## src/rtl/module_bcd_display_mux_pkg.sv

```systemverilog
// Shared 7-segment types and active-high segment patterns ({g,f,e,d,c,b,a}, bit0 = a).
package seg7_pkg;

    typedef logic [1:0] digit_idx_t;

    typedef enum logic [1:0] {
        DIG0 = 2'd0,
        DIG1 = 2'd1,
        DIG2 = 2'd2,
        DIG3 = 2'd3
    } scan_state_e;

    localparam logic [6:0] SEG_BLANK   = 7'h00;
    localparam logic [6:0] SEG_DASH    = 7'h40;

    localparam logic [6:0] SEG_DIGIT_0 = 7'h3F;
    localparam logic [6:0] SEG_DIGIT_1 = 7'h06;
    localparam logic [6:0] SEG_DIGIT_2 = 7'h5B;
    localparam logic [6:0] SEG_DIGIT_3 = 7'h4F;
    localparam logic [6:0] SEG_DIGIT_4 = 7'h66;
    localparam logic [6:0] SEG_DIGIT_5 = 7'h6D;
    localparam logic [6:0] SEG_DIGIT_6 = 7'h7D;
    localparam logic [6:0] SEG_DIGIT_7 = 7'h07;
    localparam logic [6:0] SEG_DIGIT_8 = 7'h7F;
    localparam logic [6:0] SEG_DIGIT_9 = 7'h6F;

endpackage

```

## src/rtl/module_bcd_to_seg7.sv

```systemverilog
// Combinational BCD nibble to active-high 7-segment pattern; non-BCD nibbles show a dash.
module module_bcd_to_seg7
    import seg7_pkg::*;
(
    input  logic [3:0] i_nibble,
    output logic [6:0] o_pat
);

    always_comb begin
        o_pat = SEG_DASH;
        case (i_nibble)
            4'd0:    o_pat = SEG_DIGIT_0;
            4'd1:    o_pat = SEG_DIGIT_1;
            4'd2:    o_pat = SEG_DIGIT_2;
            4'd3:    o_pat = SEG_DIGIT_3;
            4'd4:    o_pat = SEG_DIGIT_4;
            4'd5:    o_pat = SEG_DIGIT_5;
            4'd6:    o_pat = SEG_DIGIT_6;
            4'd7:    o_pat = SEG_DIGIT_7;
            4'd8:    o_pat = SEG_DIGIT_8;
            4'd9:    o_pat = SEG_DIGIT_9;
            default: o_pat = SEG_DASH;
        endcase
    end

endmodule

```

## src/rtl/module_bcd_display_mux.sv

```systemverilog
// Latches a packed 4-digit BCD word and time-multiplexes it onto a 4-digit 7-segment display.
// Optional leading-zero blanking: define SEG_LEADING_ZERO_BLANK_EN.
module module_bcd_display_mux
    import seg7_pkg::*;
#(
    parameter int unsigned REFRESH_DIV    = 27000,
    parameter bit          SEG_ACTIVE_LOW = 1'b1,
    parameter bit          AN_ACTIVE_LOW  = 1'b1
)
(
    input  logic        i_clk,
    input  logic        i_rst_n,
    input  logic [15:0] i_bcd,
    input  logic        i_load,
    output logic [6:0]  o_seg,
    output logic [3:0]  o_an,
    output logic        o_frame
);

    localparam int unsigned      DIV_W    = (REFRESH_DIV > 1) ? $clog2(REFRESH_DIV) : 1;
    localparam logic [DIV_W-1:0] DIV_LAST = DIV_W'(REFRESH_DIV - 1);
    localparam logic [6:0]       SEG_OFF  = SEG_ACTIVE_LOW ? 7'h7F : 7'h00;
    localparam logic [3:0]       AN_OFF   = AN_ACTIVE_LOW  ? 4'hF  : 4'h0;

    logic [DIV_W-1:0] div_cnt_q, div_cnt_d;
    scan_state_e      state_q, state_d;
    logic [15:0]      bcd_disp_q, bcd_disp_d;
    logic [15:0]      pend_q, pend_d;
    logic             pend_vld_q, pend_vld_d;
    logic [6:0]       seg_q, seg_d;
    logic [3:0]       an_q, an_d;
    logic             frame_q, frame_d;

    logic             tick;
    logic             wrap;
    logic [3:0]       nibble;
    logic [6:0]       pat;
    logic [3:0]       lead_zero;
    logic [3:0]       an_onehot;

    assign tick = (div_cnt_q == DIV_LAST);
    assign wrap = (state_q == DIG3);

    always_ff @(posedge i_clk) begin
        if (!i_rst_n) begin
            div_cnt_q  <= '0;
            state_q    <= DIG3;
            bcd_disp_q <= '0;
            pend_q     <= '0;
            pend_vld_q <= 1'b0;
            seg_q      <= SEG_OFF;
            an_q       <= AN_OFF;
            frame_q    <= 1'b0;
        end else begin
            div_cnt_q  <= div_cnt_d;
            state_q    <= state_d;
            bcd_disp_q <= bcd_disp_d;
            pend_q     <= pend_d;
            pend_vld_q <= pend_vld_d;
            seg_q      <= seg_d;
            an_q       <= an_d;
            frame_q    <= frame_d;
        end
    end

    // Scan sequencing and frame-boundary capture; a load coinciding with the boundary bypasses pend.
    always_comb begin
        div_cnt_d  = tick ? '0 : div_cnt_q + 1'b1;
        state_d    = state_q;
        bcd_disp_d = bcd_disp_q;
        pend_d     = pend_q;
        pend_vld_d = pend_vld_q;
        frame_d    = 1'b0;

        if (i_load) begin
            pend_d     = i_bcd;
            pend_vld_d = 1'b1;
        end

        if (tick) begin
            case (state_q)
                DIG0:    state_d = DIG1;
                DIG1:    state_d = DIG2;
                DIG2:    state_d = DIG3;
                default: state_d = DIG0;
            endcase
            if (wrap) begin
                bcd_disp_d = i_load ? i_bcd : (pend_vld_q ? pend_q : bcd_disp_q);
                pend_vld_d = 1'b0;
                frame_d    = 1'b1;
            end
        end
    end

    assign nibble = bcd_disp_d[{state_d, 2'b00} +: 4];

    module_bcd_to_seg7 u_dec (
        .i_nibble (nibble),
        .o_pat    (pat)
    );

`ifdef SEG_LEADING_ZERO_BLANK_EN
    always_comb begin
        lead_zero[3] = (bcd_disp_d[15:12] == 4'd0);
        lead_zero[2] = lead_zero[3] && (bcd_disp_d[11:8] == 4'd0);
        lead_zero[1] = lead_zero[2] && (bcd_disp_d[7:4] == 4'd0);
        lead_zero[0] = 1'b0;
    end
`else
    assign lead_zero = '0;
`endif

    assign an_onehot = 4'b0001 << state_d;

    always_comb begin
        seg_d = seg_q;
        an_d  = an_q;
        if (tick) begin
            if (lead_zero[state_d]) begin
                seg_d = SEG_OFF;
                an_d  = AN_OFF;
            end else begin
                seg_d = SEG_ACTIVE_LOW ? ~pat : pat;
                an_d  = AN_ACTIVE_LOW ? ~an_onehot : an_onehot;
            end
        end
    end

    assign o_seg   = seg_q;
    assign o_an    = an_q;
    assign o_frame = frame_q;

endmodule

```

## config.mk

```make
export PLATFORM = sky130hd
export DESIGN_NAME = module_bcd_display_mux
export DESIGN_NICKNAME = d
export VERILOG_FILES = /design/src/rtl/module_bcd_display_mux_pkg.sv /design/src/rtl/module_bcd_to_seg7.sv /design/src/rtl/module_bcd_display_mux.sv
export SDC_FILE = /design/constraint.sdc
export NUM_CORES = 1
export LEC_CHECK = 0
export CAP_MARGIN = 20
export CELL_PAD_IN_SITES_DETAIL_PLACEMENT = 1
export CELL_PAD_IN_SITES_GLOBAL_PLACEMENT = 2
export CORE_UTILIZATION = 36
export CTS_BUF_LIST = sky130_fd_sc_hd__clkbuf_4
export DETAILED_ROUTE_END_ITERATION = 16
export GPL_TIMING_DRIVEN = 0
export PLACE_DENSITY_LB_ADDON = 0.1
export SLEW_MARGIN = 10
export SYNTH_ARGS = -nofsm -noshare
export SYNTH_HDL_FRONTEND = slang
export SYNTH_SLANG_ARGS = --single-unit
```

## constraint.sdc

```tcl
create_clock -name i_clk -period 4.68 [get_ports i_clk]
set_clock_uncertainty 0.1 [all_clocks]
set_input_delay 0.936 -clock i_clk [delete_from_list [all_inputs] [get_ports i_clk]]
set_output_delay 0.936 -clock i_clk [all_outputs]
set_load 0.005 [all_outputs]
```

After elaboration in Yosys (flattened, before gate mapping)
Memory sizes are Yosys's and may differ from the RTL's.
Index checks and enable logic that the tools add are counted.

operators by class
  reduce and logical (&&, ||, !) cells = 3
  multiplexer cells = 14
  equality and inequality tests = 4
  bitwise operators = 3
  $lt $le $gt $ge = 1
  shift operators = 2
  $add $sub $neg = 1

operators by type and width
  cell                                                                          number
  16-bit two-way mux                                                            4
  16-bit by 5-bit indexed part select with 4-bit output                         1
  15-bit by 1-bit adder with 15-bit output, second input constant               1
  15-bit equality test, second input constant                                   1
  7-bit two-way mux                                                             1
  7-bit inverter                                                                1
  2-bit one-hot mux with 3 select lines                                         1
  1-bit two-way mux                                                             5
  2-bit equality test, second input constant                                    2
  4-bit two-way mux                                                             1
  4-bit inverter                                                                1
  1-bit by 2-bit left shift with 4-bit output, first input constant             1
  2-bit by 3-bit less-than comparator with 1-bit output, second input constant  1
  1-bit binary-select mux with 2-bit select                                     1
  2-bit by 1-bit equality test with 1-bit output, second input constant         1
  2-bit logical NOT                                                             1
  2-bit two-way mux                                                             1
  2-bit AND reduction                                                           1
  2-bit OR reduction                                                            1
  1-bit inverter                                                                1

storage, ports and cells
  output and inout port bits = 12
  memories kept = 1
  ROM bits = 112
  bits in registers = 62
  input bits = 19
  word-level logic and storage cells = 37

memory list
  name             depth  width  read ports  clocked after memory_dff  wr ports  RTL line                  text
  (no name shown)  16     7      1           0                         0         module_bcd_to_seg7.sv:11  case (i_nibble)

Depth between registers and ports, before layout
An unclocked memory read counts as a cell.

  depth after elaboration = 8
  depth in mapped cells = 14
  gate-level depth less buffers = 12

By module
Synthesis repeated with hierarchy kept, for this count alone.

unflattened totals
  cells, all modules = 328
  area total of the unflattened synthesis = 3,084.2 µm²

modules (own cells, without submodules)
  module                  seq. area each (µm²)  times used  area each (µm²)  cells an instance
  module_bcd_display_mux  1,241.2               1           2,859.0          299
  module_bcd_to_seg7      0.0                   1           225.2            29

Worst setup path before layout
OpenSTA, ideal clock, no wires.

  kind = input to register
  from = in i_load
  to = reg seg_q[5], in the netlist o_seg[5]
  arrival time = 3.203 ns
  stages = 12
  slack = 1.298 ns
  data required time = 4.501 ns
  buffers on the path = 3
  setup time = 0.079 ns
  cells stage by stage = clkbuf_1 nor2b_1 clkbuf_1 clkbuf_1 a32oi_1 nand3_1 mux2i_1 mux2i_1 inv_1 ha_1 mux2_4 a211oi_2

between the ends
  cells in the longest elaborated chain, start to end = 7

ends and longest elaborated chain
  what                                                   RTL line                       text
  start: declaration                                     module_bcd_display_mux.sv:14   input logic i_load,
  16-bit two-way mux                                     module_bcd_display_mux.sv:88   bcd_disp_d = i_load ? i_bcd : (pend_vld_q ? pend_q : bcd_disp_q);
  16-bit two-way mux                                     module_bcd_display_mux.sv:87   if (wrap) begin
  16-bit two-way mux                                     module_bcd_display_mux.sv:80   if (tick) begin
  16-bit by 5-bit indexed part select with 4-bit output  module_bcd_display_mux.sv:95   assign nibble = bcd_disp_d[{state_d, 2'b00} +: 4];
  memory 16 x 7 bit                                      --
  7-bit inverter                                         module_bcd_display_mux.sv:123  seg_d = SEG_ACTIVE_LOW ? ~pat : pat;
  7-bit two-way mux                                      module_bcd_display_mux.sv:119  if (lead_zero[state_d]) begin
  end signal: assignment                                 module_bcd_display_mux.sv:60   seg_q <= seg_d;
  end: declaration                                       module_bcd_display_mux.sv:30   logic [6:0] seg_q, seg_d;

Every way passes these cells.
A chain may end at the register's enable or synchronous reset.

Worst setup path in the final report
  from = reg div_cnt_q[8]
  to = reg seg_q[5], in the netlist o_seg[5]

between the ends
  cells in the longest elaborated chain, start to end = 6
  elaborated cells on any way between the ends = 9
  those cells by class = eq/ne: 1; shift: 1; mux: 5; bitwise: 1; memory: 1

ends and longest elaborated chain
  what                                                     RTL line                       text
  start: declaration                                       module_bcd_display_mux.sv:25   logic [DIV_W-1:0] div_cnt_q, div_cnt_d;
  start signal: assignment                                 module_bcd_display_mux.sv:55   div_cnt_q <= div_cnt_d;
  15-bit equality test (*)                                 module_bcd_display_mux.sv:41   assign tick = (div_cnt_q == DIV_LAST);
  16-bit two-way mux or 2-bit two-way mux (tied branches)  module_bcd_display_mux.sv:80
  16-bit by 5-bit indexed part select with 4-bit output    module_bcd_display_mux.sv:95
  memory 16 x 7 bit                                        --
  7-bit inverter                                           module_bcd_display_mux.sv:123
  7-bit two-way mux                                        module_bcd_display_mux.sv:119

Every way passes the cells marked *; elsewhere a longest branch is shown, timed or not. The select of a mux whose other input is x is not followed.

==> flow_metrics.py <==
metrics = {
    "sta": {
        "slew_headroom_pct": 40.2,
        "timing.fmax_mhz": 237,
        "finalCriticalPeriod_ns": 4.22,
        "drv_slew": 0,
        "setup_viol": 0,
        "fin_crit_sh_pct": 90.2,
        "hold_viol": 0,
        "rsz0062_at_grt": "false",
        "hold_ws_ns": 0.376,
        "finalSetupTns_ns": 0,
        "tightest_slew_ns": 0.889,
    },
    "routing": {
        "drt_wl_total_microns": 7660,
        "dr.pass1.iters": 4,
        "wl_per_cell_microns": 16.2,
        "dr_total_vias": 2475,
        "drtIter0Drc": 53,
        "ant_nets": 0,
        "viasPerCell": 5.22,
        "drc": 0,
    },
    "die": {
        "dieHeight_microns": 93.4,
        "start_util_pct": 38.1,
        "die_w_microns": 93.4,
        "die_area_sq_mm": 0.00871,
        "placement_rows": 32,
        "core_sq_mm": 0.00789,
        "io_pins": 31,
    },
    "setup_path": {
        "cp_top_family": "simple AND/OR/NAND/NOR gates",
        "arrival_ns": 4.46,
        "critPathLaunchType": "flop",
        "path_class": "flop to flop",
        "crit_required_ns": 4.92,
        "cp-end-kind": "flop",
        "cpPeakStageDelay_ns": 0.52,
        "critical_path.max_fanout": 10,
        "crit_buf_inv": 3,
        "crit_chain": "or4b_4, nor4_1, clkbuf_1, clkbuf_1, a32oi_1, nand3_1, mux2i_1, mux2i_1, inv_1, ha_1, mux2_4, a211oi_2",
        "worstSetupStartpoint": "div_cnt_q[8]",
        "cp_slowest_cell": "or4b_4",
        "rr_startpoint": "div_cnt_q[8]",
        "reg2reg_setup_slack_ns": 0.46,
    },
    "yosys": {
        "ys_types": 43,
        "yosysSeqAreaShare_pct": 41.3,
        "synth_edf_count": 0,
        "syn_nets": 356,
        "synthCells": 328,
        "yosysWarningCount": 0,
        "synth_ff_type": "dfxtp_1",
        "ys_ff_latch": 62,
        "syn-cell-area_sq_mm": 0.00300,
        "synth_area_per_cell_sq_um": 9.16,
        "async_reset_ff_share_pct": 0,
    },
    "placement": {
        "io_buffers": 28,
        "dp_hpwl_microns": 5440,
        "place.gp.congestion": 0.727,
    },
    "clocking": {
        "cts.repair.resized": 0,
        "insertion_delay_ns": 0.42,
        "cts_setup_buffers": 0,
        "cts.sink_count": 62,
        "cts_buffers": 9,
        "clk_pin_slew_ns": 0.11,
        "clockBufferDepth": 2,
        "cts_tree": "done",
        "root_buffer": "clkbuf_4",
        "hold_buffers": 0,
        "htree_levels": 3,
    },
    "cells_and_area": {
        "filler_cell_count": 926,
        "syn_to_final_growth_pct": 17.8,
        "fin_util_pct": 44.9,
        "layout_common_cells": "dfxtp_1, nand3_1, nand2_1, clkdlybuf4s50_1, nor2_1",
        "antenna_cells": 0,
        "layout-drive-gt1-share_pct": 7.80,
        "nets": 395,
        "layout_commonest_cell": "dfxtp_1",
    },
    "worst_hold_path": {
        "hp-class": "flop to flop",
        "min_from": "div_cnt_q[0]",
    },
    "global_routing": {
        "antenna_found_initial": 0,
        "grt_pass1_vias": 2632,
        "grt_use_total_pct": 19.4,
        "grt-ovfl-total": 0,
        "grt_max_degree": 11,
        "grt_first_pass_wirelength_microns": 13000,
    },
    "pwr": {
        "p_per_area_mw_per_mm2": 273,
        "ir_drop_mv": 0.133,
        "p_leak_nw": 1.34,
    },
    "status": {
        "status": "finished clean",
    },
    "run": {
        "maxCapViolCount": 0,
    },
}
## Yosys cell counts (5+ instances only)
cell	instances	share of area, %
ha_1	9	3.7
a32oi_1	14	4.1
mux2i_1	25	8.3
and2_1	17	3.5
inv_1	6	0.75
xor2_1	10	2.9
nand3_1	36	6.0
and3_1	6	1.2
dfxtp_1	62	41
a211oi_1	5	1.2
nor2_1	26	3.2
nor2b_1	15	3.1
clkbuf_1	17	2.1
nand2_1	29	3.6
o21ai_0	10	1.7
## cell type report
cell class              count  area [sq um]  area share, %
inverters                   6          22.5          0.636
repair buffers             28           280           7.92
clock inverters             6          52.6           1.48
plain buffers              19          78.8           2.23
multi-input cells         241          1660           46.9
well taps                 102           128           3.61
flip-flops and latches     62          1240           35.1
clock buffers              10          75.1           2.12
## per-layer routing
layer / routed length, microns / global-route usage, % / up-vias
met5: 0 / 0 / -
met2: 3650 / 32.6 / 25
met1: 3740 / 24.6 / 1211
li1: - / - / 1234
met3: 198 / 5.37 / 5
met4: 72 / 4.23 / 0
## where the power goes
| part | internal (W) | leakage (nW) | switching, W | total, W |
|---|---|---|---|---|
| clock | 0.000162 | 0.0666 | 0.000200 | 0.000362 |
| sequential | 0.000538 | 0.504 | 0.00000675 | 0.000545 |
| combinational | 0.0000277 | 0.765 | 0.0000327 | 0.0000605 |
| total | 0.000728 | 1.34 | 0.000240 | 0.000968 |
## state kept, by name (all words and copies together), names as in the netlist
name	cells
div_cnt_q	15
o_an	4
o_seg	7
pend_vld_q	1
o_frame	1
bcd_disp_q	16
pend_q	16
state_q	2
## path summary, 6_finish.rpt
path / cells after the start / endpoint
worst max-delay path: 12 / o_seg[5]
worst min-delay path: 1 / div_cnt_q[0]
worst max register to register: 12 / o_seg[5]
worst min register to register: 1 / div_cnt_q[0]
## worst reg2reg max path, delay by kind of cell, from the launching register on
family,cells,cell delay [ns]
flip-flops,1,0.41
multiplexers,3,0.74
AO/OA/AOI/OAI,2,0.38
buffers and inverters,3,1.09
adder cells (fa/ha/maj),1,0.25
AND/OR/NAND/NOR,3,1.18
## per-stage QoR
step / power, W / setup WS, ns / area, sq um / cells
final: 0.000968 / 0.459 / 3540 / 474
after global routing: 0.00101 / 0.113 / 3540 / 474
after CTS: 0.000979 / 0.471 / 3540 / 474
after detailed placement: 0.000619 / 0.508 / 3410 / 458
after global placement: 0.000617 / 0.551 / 3410 / 458
after floorplan: 0.000587 / 1.30 / 3000 / 328
## logic make-up after synthesis
kind of cell / share of synthesized area (%)
mux: 10.5
fa+ha+maj: 3.75
compound gates: 12.0
xor+xnor: 3.50
flops: 41.3
buf+inv: 3.37
simple gates: 25.5
(Power assumes the default switching activity.)
